==> src/rtl/cs_sequencer.sv <==
// rtl/cs_sequencer.sv - control-store address sequencer with optional return-address stack
//
// Registers the control-store address (CSAR) and picks the next address each
// unstalled cycle from: increment, jump, opcode decode, conditional jump,
// microsubroutine call or return. Optional LIFO return stack.
//
// Build option: CSSEQ_STACK_EN
//   defined   - return stack, CALL/RET/CCALL, stack level and sticky flags built
//   undefined - no stack; CALL=JUMP, RET=NEXT, CCALL=CJUMP; stack outputs tied 0
//
// Ports:
//   CSSEQ_CLOCK_50            in   system clock, rising edge
//   CSSEQ_ResetInLow_In       in   asynchronous reset, active low
//   CSSEQ_Stall_In            in   1 = hold CSAR, stack and flags
//   CSSEQ_Tipo_InBus          in   next-address type
//   CSSEQ_JumpAddress_InBus   in   jump / call target
//   CSSEQ_DecodeOp_InBus      in   opcode bits for decode mapping
//   CSSEQ_Cond_InBus          in   condition flags (bit0 = C)
//   CSSEQ_CondSel_InBus       in   flag index for conditional types
//   CSSEQ_CondInvert_In       in   invert the selected flag
//   CSSEQ_CSAddress_OutBus    out  registered CSAR
//   CSSEQ_StackLevel_OutBus   out  number of valid stack entries
//   CSSEQ_StackOverflow_Out   out  sticky: taken call while stack full
//   CSSEQ_StackUnderflow_Out  out  sticky: return while stack empty

module cs_sequencer #(
    parameter int DATAWIDTH_CSADDRESS = 11,
    parameter int DATAWIDTH_OPS       = 8,
    parameter int DATAWIDTH_CBL       = 3,
    parameter int DATAWIDTH_COND      = 4,
    parameter int DATAWIDTH_CSEL      = 2,
    parameter int STACK_DEPTH         = 4,
    parameter int DECODE_SHIFT        = 2,
    parameter int RESET_ADDRESS       = 0
) (
    input  logic                               CSSEQ_CLOCK_50,
    input  logic                               CSSEQ_ResetInLow_In,
    input  logic                               CSSEQ_Stall_In,
    input  logic [DATAWIDTH_CBL-1:0]           CSSEQ_Tipo_InBus,
    input  logic [DATAWIDTH_CSADDRESS-1:0]     CSSEQ_JumpAddress_InBus,
    input  logic [DATAWIDTH_OPS-1:0]           CSSEQ_DecodeOp_InBus,
    input  logic [DATAWIDTH_COND-1:0]          CSSEQ_Cond_InBus,
    input  logic [DATAWIDTH_CSEL-1:0]          CSSEQ_CondSel_InBus,
    input  logic                               CSSEQ_CondInvert_In,
    output logic [DATAWIDTH_CSADDRESS-1:0]     CSSEQ_CSAddress_OutBus,
    output logic [$clog2(STACK_DEPTH+1)-1:0]   CSSEQ_StackLevel_OutBus,
    output logic                               CSSEQ_StackOverflow_Out,
    output logic                               CSSEQ_StackUnderflow_Out
);

    localparam int W    = DATAWIDTH_CSADDRESS;
    localparam int LW   = $clog2(STACK_DEPTH + 1);
    localparam int DW   = DATAWIDTH_CSADDRESS + DATAWIDTH_OPS + DECODE_SHIFT;
    localparam int CEXT = 2 ** DATAWIDTH_CSEL;

    typedef enum logic [2:0] {
        TIPO_NEXT   = 3'b000,
        TIPO_JUMP   = 3'b001,
        TIPO_DECODE = 3'b010,
        TIPO_CJUMP  = 3'b011,
        TIPO_CALL   = 3'b100,
        TIPO_RET    = 3'b101,
        TIPO_CCALL  = 3'b110,
        TIPO_RSVD   = 3'b111
    } tipo_t;

    tipo_t          tipo;
    logic [W-1:0]   csar_q, csar_d;
    logic [W-1:0]   inc_addr;
    logic [W-1:0]   dec_addr;
    logic [CEXT-1:0] cond_ext;
    logic           cond_bit;

    assign tipo     = tipo_t'(CSSEQ_Tipo_InBus);
    assign inc_addr = csar_q + W'(1);

    // Decode target: MSB forced high, opcode shifted in, excess bits dropped.
    assign dec_addr = (W'(1) << (W - 1)) | W'(DW'(CSSEQ_DecodeOp_InBus) << DECODE_SHIFT);

    // Zero-extending the flags to the full select range makes out-of-range
    // selects read as 0 without a separate compare.
    assign cond_ext = CEXT'(CSSEQ_Cond_InBus);
    assign cond_bit = cond_ext[CSSEQ_CondSel_InBus] ^ CSSEQ_CondInvert_In;

`ifdef CSSEQ_STACK_EN
    logic [W-1:0]  stack_q [STACK_DEPTH];
    logic [W-1:0]  stack_d [STACK_DEPTH];
    logic [LW-1:0] level_q, level_d;
    logic          ovf_q, ovf_d;
    logic          unf_q, unf_d;
    logic [W-1:0]  top_addr;
    logic          push_req;

    // Top of stack is the entry just below the current level.
    always_comb begin
        top_addr = '0;
        for (int i = 0; i < STACK_DEPTH; i++) begin
            if (level_q == LW'(i + 1)) begin
                top_addr = stack_q[i];
            end
        end
    end
`endif

    always_comb begin
        csar_d = csar_q;
`ifdef CSSEQ_STACK_EN
        level_d  = level_q;
        ovf_d    = ovf_q;
        unf_d    = unf_q;
        stack_d  = stack_q;
        push_req = 1'b0;
`endif
        if (!CSSEQ_Stall_In) begin
            csar_d = inc_addr;
            case (tipo)
                TIPO_JUMP:   csar_d = CSSEQ_JumpAddress_InBus;
                TIPO_DECODE: csar_d = dec_addr;
                TIPO_CJUMP: begin
                    if (cond_bit) begin
                        csar_d = CSSEQ_JumpAddress_InBus;
                    end
                end
                TIPO_CALL: begin
                    csar_d = CSSEQ_JumpAddress_InBus;
`ifdef CSSEQ_STACK_EN
                    push_req = 1'b1;
`endif
                end
                TIPO_RET: begin
`ifdef CSSEQ_STACK_EN
                    // Empty-stack return falls through to the increment.
                    if (level_q == '0) begin
                        unf_d = 1'b1;
                    end else begin
                        csar_d  = top_addr;
                        level_d = level_q - LW'(1);
                    end
`endif
                end
                TIPO_CCALL: begin
                    if (cond_bit) begin
                        csar_d = CSSEQ_JumpAddress_InBus;
`ifdef CSSEQ_STACK_EN
                        push_req = 1'b1;
`endif
                    end
                end
                default: ;
            endcase
`ifdef CSSEQ_STACK_EN
            // A push into a full stack is dropped; the jump itself still happens.
            if (push_req) begin
                if (level_q == LW'(STACK_DEPTH)) begin
                    ovf_d = 1'b1;
                end else begin
                    for (int i = 0; i < STACK_DEPTH; i++) begin
                        if (level_q == LW'(i)) begin
                            stack_d[i] = inc_addr;
                        end
                    end
                    level_d = level_q + LW'(1);
                end
            end
`endif
        end
    end

    always_ff @(posedge CSSEQ_CLOCK_50 or negedge CSSEQ_ResetInLow_In) begin
        if (!CSSEQ_ResetInLow_In) begin
            csar_q <= W'(RESET_ADDRESS);
        end else begin
            csar_q <= csar_d;
        end
    end

    assign CSSEQ_CSAddress_OutBus = csar_q;

`ifdef CSSEQ_STACK_EN
    always_ff @(posedge CSSEQ_CLOCK_50 or negedge CSSEQ_ResetInLow_In) begin
        if (!CSSEQ_ResetInLow_In) begin
            level_q <= '0;
            ovf_q   <= 1'b0;
            unf_q   <= 1'b0;
            for (int i = 0; i < STACK_DEPTH; i++) begin
                stack_q[i] <= '0;
            end
        end else begin
            level_q <= level_d;
            ovf_q   <= ovf_d;
            unf_q   <= unf_d;
            stack_q <= stack_d;
        end
    end

    assign CSSEQ_StackLevel_OutBus  = level_q;
    assign CSSEQ_StackOverflow_Out  = ovf_q;
    assign CSSEQ_StackUnderflow_Out = unf_q;
`else
    assign CSSEQ_StackLevel_OutBus  = '0;
    assign CSSEQ_StackOverflow_Out  = 1'b0;
    assign CSSEQ_StackUnderflow_Out = 1'b0;
`endif

endmodule
==> config.mk <==
export PLATFORM = sky130hd
export DESIGN_NAME = cs_sequencer
export DESIGN_NICKNAME = d
export VERILOG_FILES = /design/src/rtl/cs_sequencer.sv
export SDC_FILE = /design/constraint.sdc
export NUM_CORES = 1
export LEC_CHECK = 0
export BUFFER_PORTS_ARGS = -buffer_cell sky130_fd_sc_hd__buf_2
export CORE_MARGIN = 2
export CORE_UTILIZATION = 46
export DETAILED_ROUTE_END_ITERATION = 7
export PLACE_DENSITY = 0.81
export RECOVER_POWER = 100
export SYNTH_ARGS = -nofsm -noshare
export SYNTH_HDL_FRONTEND = slang
export SYNTH_SLANG_ARGS = --single-unit
==> constraint.sdc <==
create_clock -name CSSEQ_CLOCK_50 -period 2.2 [get_ports CSSEQ_CLOCK_50]
set_clock_uncertainty 0.2 [all_clocks]
set_input_delay 0.66 -clock CSSEQ_CLOCK_50 [delete_from_list [all_inputs] [get_ports CSSEQ_CLOCK_50]]
set_output_delay 0.66 -clock CSSEQ_CLOCK_50 [all_outputs]
set_load 0.05 [all_outputs]
* Word-level counts from Yosys, hierarchy flattened *
Index checks and enable logic that the tools add are counted.

cells by class
  order comparisons = 1
  bitwise operators = 1
  add/sub/neg operators = 1
  eq/ne operators = 5
  mux-type cells = 4
  reduce and logical (&&, ||, !) cells = 2

operators by type and width
  operator                                                                number
  11-bit one-hot mux with 3 select lines                                  1
  11-bit by 1-bit adder with 11-bit output (second input constant)        1
  11-bit 2-to-1 mux                                                       1
  3-bit by 2-bit equality test with 1-bit output (second input constant)  2
  3-bit equality test (second input constant)                             2
  2-bit OR reduction                                                      2
  3-bit by 1-bit equality test with 1-bit output (second input constant)  1
  2-bit by 3-bit < comparator with 1-bit output (second input constant)   1
  1-bit binary-select mux with 2-bit select                               1
  1-bit 2-to-1 mux                                                        1
  1-bit bitwise XOR                                                       1

word-level totals
  logic and storage cells = 15
  output and inout port bits = 16
  bits in registers = 11
  bits of input ports = 32

* Longest topological paths before layout *
Gate-level depths: netlist (run 1).

  word-level depth = 5
  gate-level depth with buffers = 6
  mapped depth without buffers = 6

* Worst setup path before layout (run 1) *
No wires, ideal clock.

  path kind = in2reg
  start point = in CSSEQ_CondSel_InBus[1]
  end point = reg csar_q[5], in the netlist CSSEQ_CSAddress_OutBus[5]
  cell stages on the path = 6
  path slack = 66 ps
  arrival time = 1802 ps
  cell sequence = mux2i_1 mux2_4 and3_1 buf_6 a221oi_2 o22ai_1

between the ends
  word-level cells in the longest chain between the ends = 5

ends and longest elaborated chain
  what                                       line      text
  start: declaration                         43        input logic [DATAWIDTH_CSEL-1:0] CSSEQ_CondSel_InBus,
  1-bit binary-select mux with 2-bit select  83        assign cond_bit = cond_ext[CSSEQ_CondSel_InBus] ^ CSSEQ_CondInvert_In;
  1-bit 2-to-1 mux (implied by the code)     83
  1-bit bitwise XOR                          83
  11-bit 2-to-1 mux                          120, 142
  11-bit one-hot mux with 3 select lines     116       case (tipo)
  end signal: assignment                     171       csar_q <= W'(RESET_ADDRESS);
  end signal: assignment                     173       csar_q <= csar_d;
  end: declaration                           68        logic [W-1:0] csar_q, csar_d;

No other way between the ends. The select of a mux whose other input is x is not followed.
A chain may end at the register's enable or synchronous reset.

* Final worst setup path (run 1) *
  start point = in CSSEQ_CondSel_InBus[1]
  end point = reg csar_q[0], in the netlist CSSEQ_CSAddress_OutBus[0]

The elaborated chain is that of the path after synthesis.

==> flow_summary.yaml, run 1 <==
drt:
  antenna_left: 0
  first_iter_violations: 18
  avgRoutedWirePerCell_um: 13.7
  totalWireLength_um: 2610
  detail_route.first_pass.iterations: 4
  via_count: 1097
  detail_route.drc_violations: 0
  vias_per_cell: 5.77
worst_setup_path:
  setup.reg_to_reg.worst_slack_ns: 0.28
  path_class: "in2reg"
  worst_ep_required_time_ns: 2.18
  cp-end-kind: "flop"
  arrival_time_at_the_worst_endpoint_ns: 2.13
  regToRegStartpoint: "CSSEQ_CSAddress_OutBus[0]"
  timing.reg2reg.worst_path_depth: 6
  worst_setup_start_kind: "input pin"
  reg2reg_to: "CSSEQ_CSAddress_OutBus[8]"
  worstPathMaxFanout: 8
layout:
  drive_above_1_share_pct: 30.1
  design.final.nets: 197
  antenna_cells_inserted: 0
  largest_register_ff_count: 11
  fin_area_um2: 1250
  area_overhead_of_the_layout_relative_to_synthesis_pct: 25.4
  final-instance-count-excl-fill: 190
  fill_cells: 199
  layout.core_utilization_pct: 62.6
clock_network:
  ctsHtreeMaxLevel: 1
  tritoncts_num_sinks: 11
  clock_insertion_delay_worst_skew_ns: 0.28
  clock_root_buffer: "sky130_fd_sc_hd__clkbuf_4"
  tritoncts_clock_tree: "done"
  max-clock-path-buffers: 2
  cts_inserted_buffers: 3
  cts.hold.buffers_added: 0
  clkSlewWorstSetupHoldPaths_ns: 0.08
die:
  coreArea_um2: 2000
  floorplan.rows: 16
  fp.dieW_um: 50.6
  floorplan.initialDensity_pct: 49.9
  fp.dieArea_um2: 2560
  die_height_um: 50.6
  io_pins: 48
global_routing:
  initial_antenna_violation_count: 0
  grt.total_usage_pct: 21.7
  grt_pass1_vias: 1016
  grt.overflow.total: 0
  grt_pass1_wl_um: 4300
  largest_net_degree_at_the_start_of_global_routing: 31
synthesis:
  async_sr_flop_fraction_pct: 100
  synth_top_area_share_pct: 27.5
  ys_ff_latch: 11
  synthFlopType: "sky130_fd_sc_hd__dfrtp_1"
  syn_area_per_cell_um2: 8.40
  synthTopCellsByArea: "sky130_fd_sc_hd__dfrtp_1, sky130_fd_sc_hd__a22oi_1, sky130_fd_sc_hd__mux2i_1, sky130_fd_sc_hd__and3_1, sky130_fd_sc_hd__buf_4"
  synth.distinct_cells: 39
  synth_warnings: 0
  edff_count_synth: 0
  synth.most_common_cell: "sky130_fd_sc_hd__dfrtp_1"
  post_synth_instance_area_um2: 1000
  post_synth_inst_count: 119
  synth_top_cell_by_area: "sky130_fd_sc_hd__dfrtp_1"
  yosysSeqAreaShare_pct: 27.5
  post_synth_most_frequent_cells: "sky130_fd_sc_hd__dfrtp_1, sky130_fd_sc_hd__a22oi_1, sky130_fd_sc_hd__nand2_1, sky130_fd_sc_hd__nor2_1"
sta:
  whs_ns: 0.174
  report.final.hold_viol_count: 0
  clock.fmax_mhz: 465
  slew_viol_final: 0
  worst-slew-pin-transition_ns: 0.647
  setup_repair_after_global_routing_missed_its_margin: "false"
  max-slew-margin-rel_pct: 56.9
  layout_worst_path_cycle_share_pct: 97.7
  period_minus_slack_ns: 2.15
  timing.final.setup_violations: 0
pwr:
  power_leakage_nw: 0.582
  cellPowerDensity_nw_per_um2: 793
  vdd_ir_drop_max_mv: 0.570
flow_run:
  drv_cap: 0
place:
  dp.final_hpwl_um: 1940
  numPortBuffers: 42
  finalWeightedCongestion: 0.840
  placed_cells: 186
  postPlaceCellArea_um2: 1240
hold_path:
  hold_crit_class: "in2async"
run_status:
  status: "finished clean"
-- worst max-delay path, cell delays in order --
cell	delay [ns]
sky130_fd_sc_hd__buf_2	0.10
sky130_fd_sc_hd__mux2i_1	0.22
sky130_fd_sc_hd__mux2_4	0.32
sky130_fd_sc_hd__clkbuf_4	0.14
sky130_fd_sc_hd__nand3_1	0.25
sky130_fd_sc_hd__nand2_1	0.21
sky130_fd_sc_hd__o31ai_1	0.23
-- per-layer routing --
layer	GRT usage [%]	up-vias	wire length, um
met5	0	-	0
met4	4.05	0	22
met3	6.25	5	147
met2	39.9	31	1330
met1	24.8	521	1110
li1	-	540	-
-- cell type report --
type,count,area [um^2],share of cell area [%]
multi-input cells,95,643,51.3
flip-flops and latches,11,275,22.0
repair buffers,47,253,20.2
well taps,27,33.8,2.69
clock buffers,4,26.3,2.10
inverters,6,22.5,1.80
-- stage by stage --
step	power (W)	setup TNS (ns)	setup slack, ns
6_report	0.000994	0	0.0500
5_1_grt	0.00105	0	0.00770
4_1_cts	0.00100	0	0.0822
3_5_place_dp	0.000856	-1.57	-0.199
3_3_place_gp	0.000839	-1.16	-0.144
2_1_floorplan	0.000721	0	0.0658
-- cells in the final DEF, fill, tap and decap left out, drive strengths merged, types with 5 or more instances in the layout --
cell    instances
a221oi          5
a22oi           7
nand2           7
buf            34
nand3b          5
dfrtp          11
inv             6
and3            6
nand3           7
mux2i           5
clkbuf         17
a21oi           5
conb            5
nor2            7
-- power by group --
group	switching, W	leakage, nW	internal, W	total [W]
sequential	0.0000778	0.130	0.000255	0.000332
combinational	0.000356	0.437	0.000161	0.000517
clock	0.0000742	0.0150	0.0000704	0.000145
total	0.000508	0.582	0.000486	0.000994
-- how the worst max path moves through the flow --
stage / to / slack (ns) / startpoint
2_1_floorplan: CSSEQ_CSAddress_OutBus[5] / 0.07 / CSSEQ_CondSel_InBus[1]
3_3_place_gp: CSSEQ_CSAddress_OutBus[0] / -0.14 / CSSEQ_CondSel_InBus[1]
3_5_place_dp: CSSEQ_CSAddress_OutBus[8] / -0.20 / CSSEQ_CondSel_InBus[1]
4_1_cts: CSSEQ_CSAddress_OutBus[8] / 0.08 / CSSEQ_CondSel_InBus[1]
5_1_grt: CSSEQ_CSAddress_OutBus[0] / 0.008 / CSSEQ_CondSel_InBus[1]
6_report: CSSEQ_CSAddress_OutBus[0] / 0.05 / CSSEQ_CondSel_InBus[1]
-- cells by family (layout without fill, tap and decap cells) --
group           count (synthesis)  in the layout  synth area share (%)
simple gates                   51             51                  30.0
compound gates                 31             31                  24.2
buf+inv                        17             57                  9.26
flops                          11             11                  27.5
mux                             6              6                  6.51
fa+ha+maj                       1              1                  1.25
other cells                     1              5                 0.375
xor+xnor                        1              1                 0.876
-- repair_timing --
item	4_1_cts	5_1_grt
resized for setup	0	1
setup buffers	0	0
setup endpoints to repair	0	6
Power figures use the tool's default switching activity.
==> inputs of run 2 (changes only) <==
Settings changed: CORE_UTILIZATION 46 to 41, PLACE_DENSITY 0.81 to 0.76.
Clock period 2.2 ns to 1.7 ns, I/O delays scaled along.
==> flow_summary.yaml, run 2 (same netlist as run 1, synthesis figures left out) <==
worst_setup_path:
  cpLargestDelayFamily: "multiplexers"
  critPathBufInv: 1
  arrival_time_at_the_worst_endpoint_ns: 1.77
  path_class: "in2reg"
  critical-path-max-stage-delay_ns: 0.36
  worst_setup_start_kind: "input pin"
  worstPathMaxFanout: 5
  worst_ep_required_time_ns: 1.66
  cp-end-kind: "flop"
  path_cells: "buf_8, mux2i_2, mux2_4, and3_4, a221oi_2, o22ai_1"
  crit_slowest_cell: "sky130_fd_sc_hd__mux2_4"
die:
  fp.dieW_um: 53.4
  die_height_um: 53.4
  io_pins: 48
  coreArea_um2: 2250
  floorplan.rows: 17
  fp.dieArea_um2: 2850
  floorplan.initialDensity_pct: 44.3
drt:
  first_iter_violations: 60
  detail_route.drc_violations: 0
  via_count: 1327
  detail_route.first_pass.iterations: 4
  vias_per_cell: 5.98
  totalWireLength_um: 3890
  antenna_left: 0
  avgRoutedWirePerCell_um: 17.5
sta:
  slew_viol_final: 0
  layout_worst_path_cycle_share_pct: 106
  max-slew-margin-rel_pct: 56.3
  report.final.hold_viol_count: 0
  setup_repair_after_global_routing_missed_its_margin: "true"
  timing.final.setup_violations: 13
  period_minus_slack_ns: 1.81
  finalWorstSetupSlack_ns: -0.109
  worst-slew-pin-transition_ns: 0.656
  clock.fmax_mhz: 553
layout:
  design.final.nets: 228
  antenna_cells_inserted: 0
  layout.core_utilization_pct: 77.4
  drive_above_1_share_pct: 57.7
  area_overhead_of_the_layout_relative_to_synthesis_pct: 74.5
  final_cell_mix: "sky130_fd_sc_hd__buf_2, sky130_fd_sc_hd__buf_4, sky130_fd_sc_hd__buf_6, sky130_fd_sc_hd__dfrtp_2, sky130_fd_sc_hd__buf_8"
  final-instance-count-excl-fill: 222
  fill_cells: 149
  largest_register_ff_count: 11
global_routing:
  grt.total_usage_pct: 27.9
  largest_net_degree_at_the_start_of_global_routing: 16
  grt_pass1_vias: 1254
  grt.overflow.total: 0
  grt_pass1_wl_um: 5780
  initial_antenna_violation_count: 0
place:
  dp.final_hpwl_um: 2340
  finalWeightedCongestion: 0.863
  numPortBuffers: 42
  placed_cells: 205
clock_network:
  clock_root_buffer: "sky130_fd_sc_hd__clkbuf_4"
  clkSlewWorstSetupHoldPaths_ns: 0.08
  cts_inserted_buffers: 3
  tritoncts_clock_tree: "done"
  tritoncts_num_sinks: 11
  ctsHtreeMaxLevel: 1
  max-clock-path-buffers: 2
  clock_insertion_delay_worst_skew_ns: 0.29
pwr:
  cellPowerDensity_nw_per_um2: 1000
  vdd_ir_drop_max_mv: 0.777
  design_power_total_w: 0.00175
  power_leakage_nw: 0.779
flow_run:
  drv_cap: 0
run_status:
  status: "finished with violations"
  violated_checks: "setup timing"
hold_path:
  hold_crit_class: "in2reg"
## run 2: cell types whose count changed in the layout (fill, tap and decap cells not counted), moves of 7 or more
| cell | change |
|---|---|
| sky130_fd_sc_hd__buf_4 | +26 |
| sky130_fd_sc_hd__buf_6 | +8 |
| sky130_fd_sc_hd__buf_8 | +7 |
| sky130_fd_sc_hd__dfrtp_1 | -7 |
| sky130_fd_sc_hd__dfrtp_2 | +7 |
## run 2: cell type report
cell class	instances	area (um^2)	area share (%)
clock buffer	4	26.3	1.51
multi-input combinational	96	792	45.4
inverter	6	22.5	1.29
tap	28	35.0	2.01
timing repair buffer	77	584	33.5
sequential	11	284	16.3
## run 2: through the flow
step	hold WS [ns]	instance area [um^2]	setup TNS [ns]	worst slack (ns)
2_1_floorplan	0.0144	1030	-1.96	-0.236
3_3_place_gp	0.198	1380	-3.70	-0.381
3_5_place_dp	0.201	1380	-4.17	-0.444
4_1_cts	0.310	1630	-0.353	-0.0610
5_1_grt	0.328	1740	-1.34	-0.171
6_report	0.301	1740	-0.674	-0.109
## run 2: what timing repair did
action | in CTS | in global routing
pin swaps | 13 | 2
hold endpoints to repair | 11 | 0
cloned | 1 | 0
setup buffers | 8 | 3
gates resized for setup | 36 | 25
endpoints found under the setup margin | 19 | 20
hold buffers | 1 | 0
## run 2: worst reg2reg max path, cell delays in order (launching register included)
cell                       delay [ns]
sky130_fd_sc_hd__dfrtp_2         0.39
sky130_fd_sc_hd__ha_2            0.21
sky130_fd_sc_hd__nand3_1         0.14
sky130_fd_sc_hd__nor2_2          0.22
sky130_fd_sc_hd__inv_1           0.09
sky130_fd_sc_hd__a221oi_2        0.28
sky130_fd_sc_hd__o221ai_2        0.12
## run 2: routing by layer
metal  GRT usage (%)  wire [um]  up-vias
met1            32.4       1470      632
met3            7.06        296       10
met2            48.8       2080       78
li1                -          -      607
met4            10.3         48        0
met5               0          0        -
## run 2: worst paths after layout
path	from	end	slack (ns)	depth (start not counted)
min in group asynchronous	CSSEQ_ResetInLow_In	CSSEQ_CSAddress_OutBus[8]	0.57	2
max in group asynchronous	CSSEQ_ResetInLow_In	CSSEQ_CSAddress_OutBus[4]	0.27	2
setup reg to reg	CSSEQ_CSAddress_OutBus[0]	CSSEQ_CSAddress_OutBus[8]	-0.06	6
hold reg to reg	CSSEQ_CSAddress_OutBus[10]	CSSEQ_CSAddress_OutBus[10]	0.39	2
hold / removal	CSSEQ_JumpAddress_InBus[3]	CSSEQ_CSAddress_OutBus[3]	0.30	3
setup / recovery	CSSEQ_CondSel_InBus[1]	CSSEQ_CSAddress_OutBus[5]	-0.11	6
## run 2: power by group
part           switching (W)  total [W]  internal [W]
combinational       0.000611    0.00113      0.000515
clock               0.000104   0.000195     0.0000915
sequential         0.0000872   0.000426      0.000339
